<file path="config.mk">
export PLATFORM = sky130hd
export DESIGN_NAME = imm_encoder
export DESIGN_NICKNAME = d
export VERILOG_FILES = /design/src/rtl/imm_encoder.sv
export SDC_FILE = /design/constraint.sdc
export NUM_CORES = 1
export LEC_CHECK = 0
export CAP_MARGIN = 10
export CORE_MARGIN = 3
export CORE_UTILIZATION = 50
export DETAILED_ROUTE_END_ITERATION = 6
export PLACE_DENSITY = 0.76
export SLEW_MARGIN = 20
export SYNTH_ARGS = -nofsm -noshare
export SYNTH_HDL_FRONTEND = slang
export SYNTH_SLANG_ARGS = --single-unit
</file>
<file path="constraint.sdc">
create_clock -name clk -period 2.2 [get_ports clk]
set_input_delay 0.33 -clock clk [delete_from_list [all_inputs] [get_ports clk]]
set_output_delay 0.33 -clock clk [all_outputs]
set_load 0.005 [all_outputs]
</file>
<file path="src/rtl/imm_encoder.sv">
// imm_encoder: places a 32-bit immediate into the RV32I immediate fields of an
// instruction word. The block is a two-stage valid/ready pipeline. It checks the
// range of each immediate and keeps a saturating count of errored words.
module imm_encoder #(
  parameter int unsigned CNT_W = 8
) (
  input  logic             clk,
  input  logic             rst_n,
  input  logic             in_valid,
  output logic             in_ready,
  input  logic [2:0]       op,
  input  logic [31:0]      imm,
  input  logic [31:0]      base,
  output logic             out_valid,
  input  logic             out_ready,
  output logic [31:0]      inst,
  output logic             range_err,
  output logic [CNT_W-1:0] err_count,
  input  logic             clr_err
);

  localparam logic [2:0] OP_I = 3'b000;
  localparam logic [2:0] OP_S = 3'b001;
  localparam logic [2:0] OP_B = 3'b010;
  localparam logic [2:0] OP_J = 3'b011;
  localparam logic [2:0] OP_U = 3'b100;

  localparam logic [CNT_W-1:0] CNT_MAX = '1;

  logic        a_valid;
  logic [2:0]  a_op;
  logic [31:0] a_imm;
  logic [31:0] a_base;
  logic        a_err;
  logic        b_valid;

  logic        a_adv;
  logic        b_adv;
  logic        in_err;
  logic [31:0] merged;

  // Pipeline advance depends only on stage state and downstream ready
  assign b_adv     = !b_valid || out_ready;
  assign a_adv     = !a_valid || b_adv;
  assign in_ready  = a_adv;
  assign out_valid = b_valid;

  // Range/alignment check on the incoming request (sign-extension test per field width)
  always_comb begin
    in_err = 1'b1;
    case (op)
      OP_I, OP_S: in_err = !((&imm[31:11]) || !(|imm[31:11]));
      OP_B:       in_err = imm[0] || !((&imm[31:12]) || !(|imm[31:12]));
      OP_J:       in_err = imm[0] || !((&imm[31:20]) || !(|imm[31:20]));
      OP_U:       in_err = |imm[11:0];
      default:    in_err = 1'b1;
    endcase
  end

  // Scatter the stage-A immediate over base; illegal ops pass base through
  always_comb begin
    merged = a_base;
    case (a_op)
      OP_I: merged[31:20] = a_imm[11:0];
      OP_S: begin
        merged[31:25] = a_imm[11:5];
        merged[11:7]  = a_imm[4:0];
      end
      OP_B: begin
        merged[31]    = a_imm[12];
        merged[30:25] = a_imm[10:5];
        merged[11:8]  = a_imm[4:1];
        merged[7]     = a_imm[11];
      end
      OP_J: begin
        merged[31]    = a_imm[20];
        merged[30:21] = a_imm[10:1];
        merged[20]    = a_imm[11];
        merged[19:12] = a_imm[19:12];
      end
      OP_U: merged[31:12] = a_imm[31:12];
      default: ;
    endcase
  end

  // Stage A: capture the request and its error bit
  always_ff @(posedge clk or negedge rst_n) begin
    if (!rst_n) begin
      a_valid <= 1'b0;
      a_op    <= 3'b000;
      a_imm   <= 32'h0;
      a_base  <= 32'h0;
      a_err   <= 1'b0;
    end else if (a_adv) begin
      a_valid <= in_valid;
      if (in_valid) begin
        a_op   <= op;
        a_imm  <= imm;
        a_base <= base;
        a_err  <= in_err;
      end
    end
  end

  // Stage B: hold the merged word until downstream takes it
  always_ff @(posedge clk or negedge rst_n) begin
    if (!rst_n) begin
      b_valid   <= 1'b0;
      inst      <= 32'h0;
      range_err <= 1'b0;
    end else if (b_adv) begin
      b_valid <= a_valid;
      if (a_valid) begin
        inst      <= merged;
        range_err <= a_err;
      end
    end
  end

  // Saturating count of errored words delivered; clear has priority
  always_ff @(posedge clk or negedge rst_n) begin
    if (!rst_n) begin
      err_count <= '0;
    end else if (clr_err) begin
      err_count <= '0;
    end else if (b_valid && out_ready && range_err && (err_count != CNT_MAX)) begin
      err_count <= err_count + CNT_W'(1);
    end
  end

endmodule

</file>
== Word level (Yosys, flattened, before mapping) ==
Cells that the tools add are included.

* $add $sub $neg: 1
* Multiply operators: 0
* Divide/modulo/power cells: 0
* Order comparisons: 0
* Equal/unequal tests: 9
* Shifts and indexed selects: 0
* Multiplexer cells: 7
* Bitwise gates (word level): 0
* Reduce and logical (&&, ||, !) cells: 33

{| class="wikitable"
|+ Operators with widths
! cell !! count
|-
| $pmux W7 S4 || 1
|-
| $mux W8 || 3
|-
| $reduce_or A12 Y1 || 2
|-
| $reduce_and A21 Y1 || 1
|-
| $reduce_or A21 Y1 || 1
|-
| $reduce_and A20 Y1 || 1
|-
| $reduce_or A20 Y1 || 1
|-
| $pmux W5 S3 || 1
|-
| $eq A3 B2 Y1 const B || 4
|-
| $reduce_and A12 Y1 || 1
|-
| $pmux W5 S2 || 1
|-
| $add A8 B1 Y8 const B || 1
|-
| $logic_not A1 Y1 || 8
|-
| $ne A8 B8 Y1 const B || 1
|-
| $logic_or A1 B1 Y1 || 7
|-
| $eq A3 B1 Y1 const B || 2
|-
| $eq A3 B3 Y1 const B || 2
|-
| $logic_not A3 Y1 || 2
|-
| $reduce_or A2 Y1 || 3
|-
| $pmux W1 S4 || 1
|-
| $reduce_and A2 Y1 || 2
|-
| $logic_and A1 B1 Y1 || 3
|-
| $reduce_bool A2 Y1 || 1
|}

* Flip-flop bits (word level): 111
* Latch bits: 0
* Bits in writable memories: 0
* Bits in read-only memories: 0
* Input bits: 72
* Memories: 0

== Longest topological paths before layout ==
* Word-level depth: 6
* Gate-level depth with buffers: 7

== Least setup slack after synthesis ==
OpenSTA, ideal clock, no wires.

* Path type: flip-flop to flip-flop
* From: reg err_count[0]
* To: reg err_count[5]
* Arrival time: 1.498 ns
* Required time: 2.122 ns
* Setup slack: 0.624 ns
* Cell stages (with the launch flop): 7
* Buffers on the path: 0
* Cells stage by stage: dfrtp_1 -> ha_1 -> nand2_1 -> o31a_4 -> nand4_2 -> or3_1 -> a21oi_1

* Word-level cells in the longest chain between the ends: 3
* Elaborated cells on any way between the ends: 6

{| class="wikitable"
|+ Ends and longest elaborated chain
! item !! line !! source
|-
| start: declaration || 18 || <nowiki>output logic [CNT_W-1:0] err_count,</nowiki>
|-
| start signal: assignment || 127 || <nowiki>err_count <= err_count + CNT_W'(1);</nowiki>
|-
| $add A8 B1 Y8 / $ne A8 B8 Y1 (equally long branches) || 127, 126 ||
|-
| $mux W8 / $logic_and A1 B1 Y1 (equally long branches) || 126 || <nowiki>end else if (b_valid && out_ready && range_err && (err_count != CNT_MAX)) begin</nowiki>
|-
| $mux W8 / $reduce_bool A2 Y1 (equally long branches) || -- ||
|}

Several ways; a longest one is shown, not always the timed one. The select of a mux whose other input is x is not followed.
A chain may end at the register's enable or synchronous reset.

== Worst setup path in the final report ==
* From: in out_ready
* To: out in_ready

* Word-level cells in the longest chain between the ends: 2

{| class="wikitable"
|+ Ends and longest elaborated chain
! item !! line !! source
|-
| start: declaration || 15 || <nowiki>input logic out_ready,</nowiki>
|-
| $logic_or A1 B1 Y1 || 43 || <nowiki>assign b_adv = !b_valid || out_ready;</nowiki>
|-
| $logic_or A1 B1 Y1 || 44 || <nowiki>assign a_adv = !a_valid || b_adv;</nowiki>
|-
| end: declaration || 10 || <nowiki>output logic in_ready,</nowiki>
|}

Every way passes these cells.

==> flow_metrics.tcl <==
set metrics [dict create \
    synth.distinct_cells 40 \
    fp.coreArea_um2 9460 \
    layout_min_cycle_time_ns 1.92 \
    path_buf_inv 2 \
    fmax_mhz 520 \
    final_nets 603 \
    synth_fp_nets 490 \
    clkSinkCount 111 \
    final_cell_mix "113 x clkdlybuf4s50_1, 111 x dfrtp_1, 76 x mux2_2" \
    num_io_pins 115 \
    synth_cells 417 \
    cp_max_fo 4 \
    synth-async-reset-ratio 1.00 \
    overflow 0 \
    ant_nets 0 \
    vias 3649 \
    slowest_delay_ns 0.55 \
    synth_area_per_cell_um2 11.9 \
    hpwl_um 8220 \
    cts_setup_buffers 0 \
    cp.depth 3 \
    drtIter0Drc 201 \
    end_kind "output pin" \
    layout_commonest_cell "clkdlybuf4s50_1" \
    place_congestion 0.868 \
    cp_slowest_cell "clkdlybuf4s50_1" \
    grt_pass1_vias 3596 \
    reg2reg_to "inst[31]" \
    power.density_nw_per_um2 812 \
    initial_core_util 0.526 \
    worstHoldPathType "primary input to async pin" \
    cts-root-buf "clkbuf_8" \
    die_area_um2 11200 \
    required_ns 1.87 \
    ys_ff_latch 111 \
    setup_violations 0 \
    port_buffers 114 \
    seq_area_frac_synth 0.558 \
    crit_path_start "out_ready" \
    rsz0062_at_grt "false" \
    cts_tree "done" \
    fin_crit_sh 0.875 \
    areaGrowthSynthToFinish_pct 30.0 \
    clockBufferDepth 2 \
    worstMarginPinSlew_ns 0.716 \
    r2r-start "a_op[1]" \
    final_layout_size_suffix_gt1_frac 0.208 \
    rows 35 \
    cts_made_buffers 9 \
    finalMaxSlewViolations 0 \
    yosysWarnings 0 \
    grt_antenna_before_repair 0 \
    grt_max_degree 112 \
    maxCapViolCount 0 \
    vdd_drop_max_v 0.000379 \
    fp.dieW_um 106 \
    drc 0 \
    cts-resized-gates 0 \
    drt_first_pass_iters 5 \
    cts-hold-fix-buffers 0 \
    clock_latency_ns 0.37 \
    clk_pin_slew_ns 0.10 \
    n_antenna_cell 0 \
    track_usage 0.208 \
    reg2reg_setup_slack_ns 0.46 \
    synth_edf_count 0 \
    path_class "primary input to output pin" \
    drt-wirelength-per-cell_um 17.1 \
    vias_per_cell 5.50 \
    final_area_um2 6470 \
    worstRegToRegCells 6 \
    dpl_cell_area_um2 6270 \
    worstPathArrival_ns 1.59 \
    grt_pass1_wl_um 18500 \
    worstSetupStartpointType "primary input" \
    synth_area_um2 4980 \
    max_slew_margin 0.521 \
    power_leakage_nw 2.71 \
    h-tree-depth 3 \
    fp.dieH_um 106 \
    hold_viol 0 \
    final.setup.tns_ns 0 \
    crit_family "buffers and inverters" \
    finalWirelength_um 11300 \
    endpoint "in_ready" \
    status "finished, final reports clean" \
    critPathMostFrequentCell "clkdlybuf4s50_1" \
    synthFlopType "dfrtp_1" \
    cp_cell_sequence "clkdlybuf4s50_1 > nand3b_1 > clkdlybuf4s50_1" \
    fin_skew_ns 0.0164 \
]
-- cells in the mapped netlist (3+ instances only) --
library cell    n  share of area
dfrtp_1       111           0.56
mux2_2         76           0.17
nand2_1        41          0.031
o21ai_0        34          0.034
mux2i_1        20          0.040
nor2_1         18          0.014
buf_2          16          0.016
nand3_1        12          0.012
o21ai_1        10          0.010
nand4_1         8          0.010
nor4_1          8          0.010
a21oi_1         7         0.0070
nand2b_1        6         0.0075
a22oi_1         4         0.0060
clkbuf_1        4         0.0030
xor2_1          4         0.0070
buf_4           3         0.0045
nor2b_1         3         0.0038
nor3_1          3         0.0030
nor3b_1         3         0.0045
xnor2_1         3         0.0053
-- final cells by class --
cell class | instances | area [um2]
tap | 129 | 161
clock inverter | 5 | 65.1
sequential | 111 | 2780
multi-input combinational | 281 | 2080
inverter | 1 | 3.75
fill | 712 | 2990
timing repair buffer | 126 | 1250
clock buffer | 10 | 128
-- routing by layer --
layer  GRT usage  vias up  routed length (um)
met5           0        -                   0
met4      0.0500        0                  81
met3      0.0423        7                 615
met2       0.330      106                5570
met1       0.295     1825                5060
li1            -     1711                   -
-- worst min path at each step --
stage / end / depth (start not counted) / slack, ns / start
2_1_floorplan: a_base[0] / 0 / 0.03 / rst_n
3_3_place_gp: err_count[4] / 2 / 0.45 / rst_n
3_5_place_dp: err_count[5] / 2 / 0.46 / rst_n
4_1_cts: err_count[5] / 2 / 0.06 / rst_n
5_1_grt: a_base[1] / 2 / 0.04 / rst_n
6_report: a_base[1] / 2 / 0.02 / rst_n
-- flip-flops by register name, summed over array words and instances (netlist names) --
register   count
a_err          1
range_err      1
out_valid      1
err_count      8
a_op           3
a_imm         32
a_valid        1
inst          32
a_base        32
-- report_power, final --
part / total (mW) / internal, mW / switching [mW]
registers: 2.63 / 2.40 / 0.237
clock network: 1.23 / 0.537 / 0.694
logic: 1.39 / 0.835 / 0.556
-- cell families after synthesis --
group / after synthesis / synth area share
compound gates: 65 / 0.0779
flops: 111 / 0.558
buf+inv: 25 / 0.0251
fa+ha+maj: 1 / 0.00251
simple gates: 112 / 0.112
xor+xnor: 7 / 0.0123
mux: 96 / 0.212
-- stage by stage --
step / util / cells / power (mW) / hold slack, ns / worst slack (ns)
floorplan: - / 417 / 3.31 / 0.0344 / 0.624
global placement: 0.663 / 648 / 4.02 / 0.446 / 0.207
detailed placement: 0.663 / 648 / 4.07 / 0.459 / 0.196
CTS: 0.684 / 663 / 5.29 / 0.0590 / 0.299
global route: 0.684 / 663 / 5.54 / 0.0434 / 0.263
finish: 0.684 / 663 / 5.25 / 0.0233 / 0.276
-- worst register-to-register path: stages (launching register included) --
cell and delay (ns):
dfrtp_1 0.49, buf_4 0.21, a21o_1 0.17, a221oi_2 0.27, o21ba_1 0.18, nor3_1 0.24, nor2_1 0.07
Power figures use the tool's default switching activity.
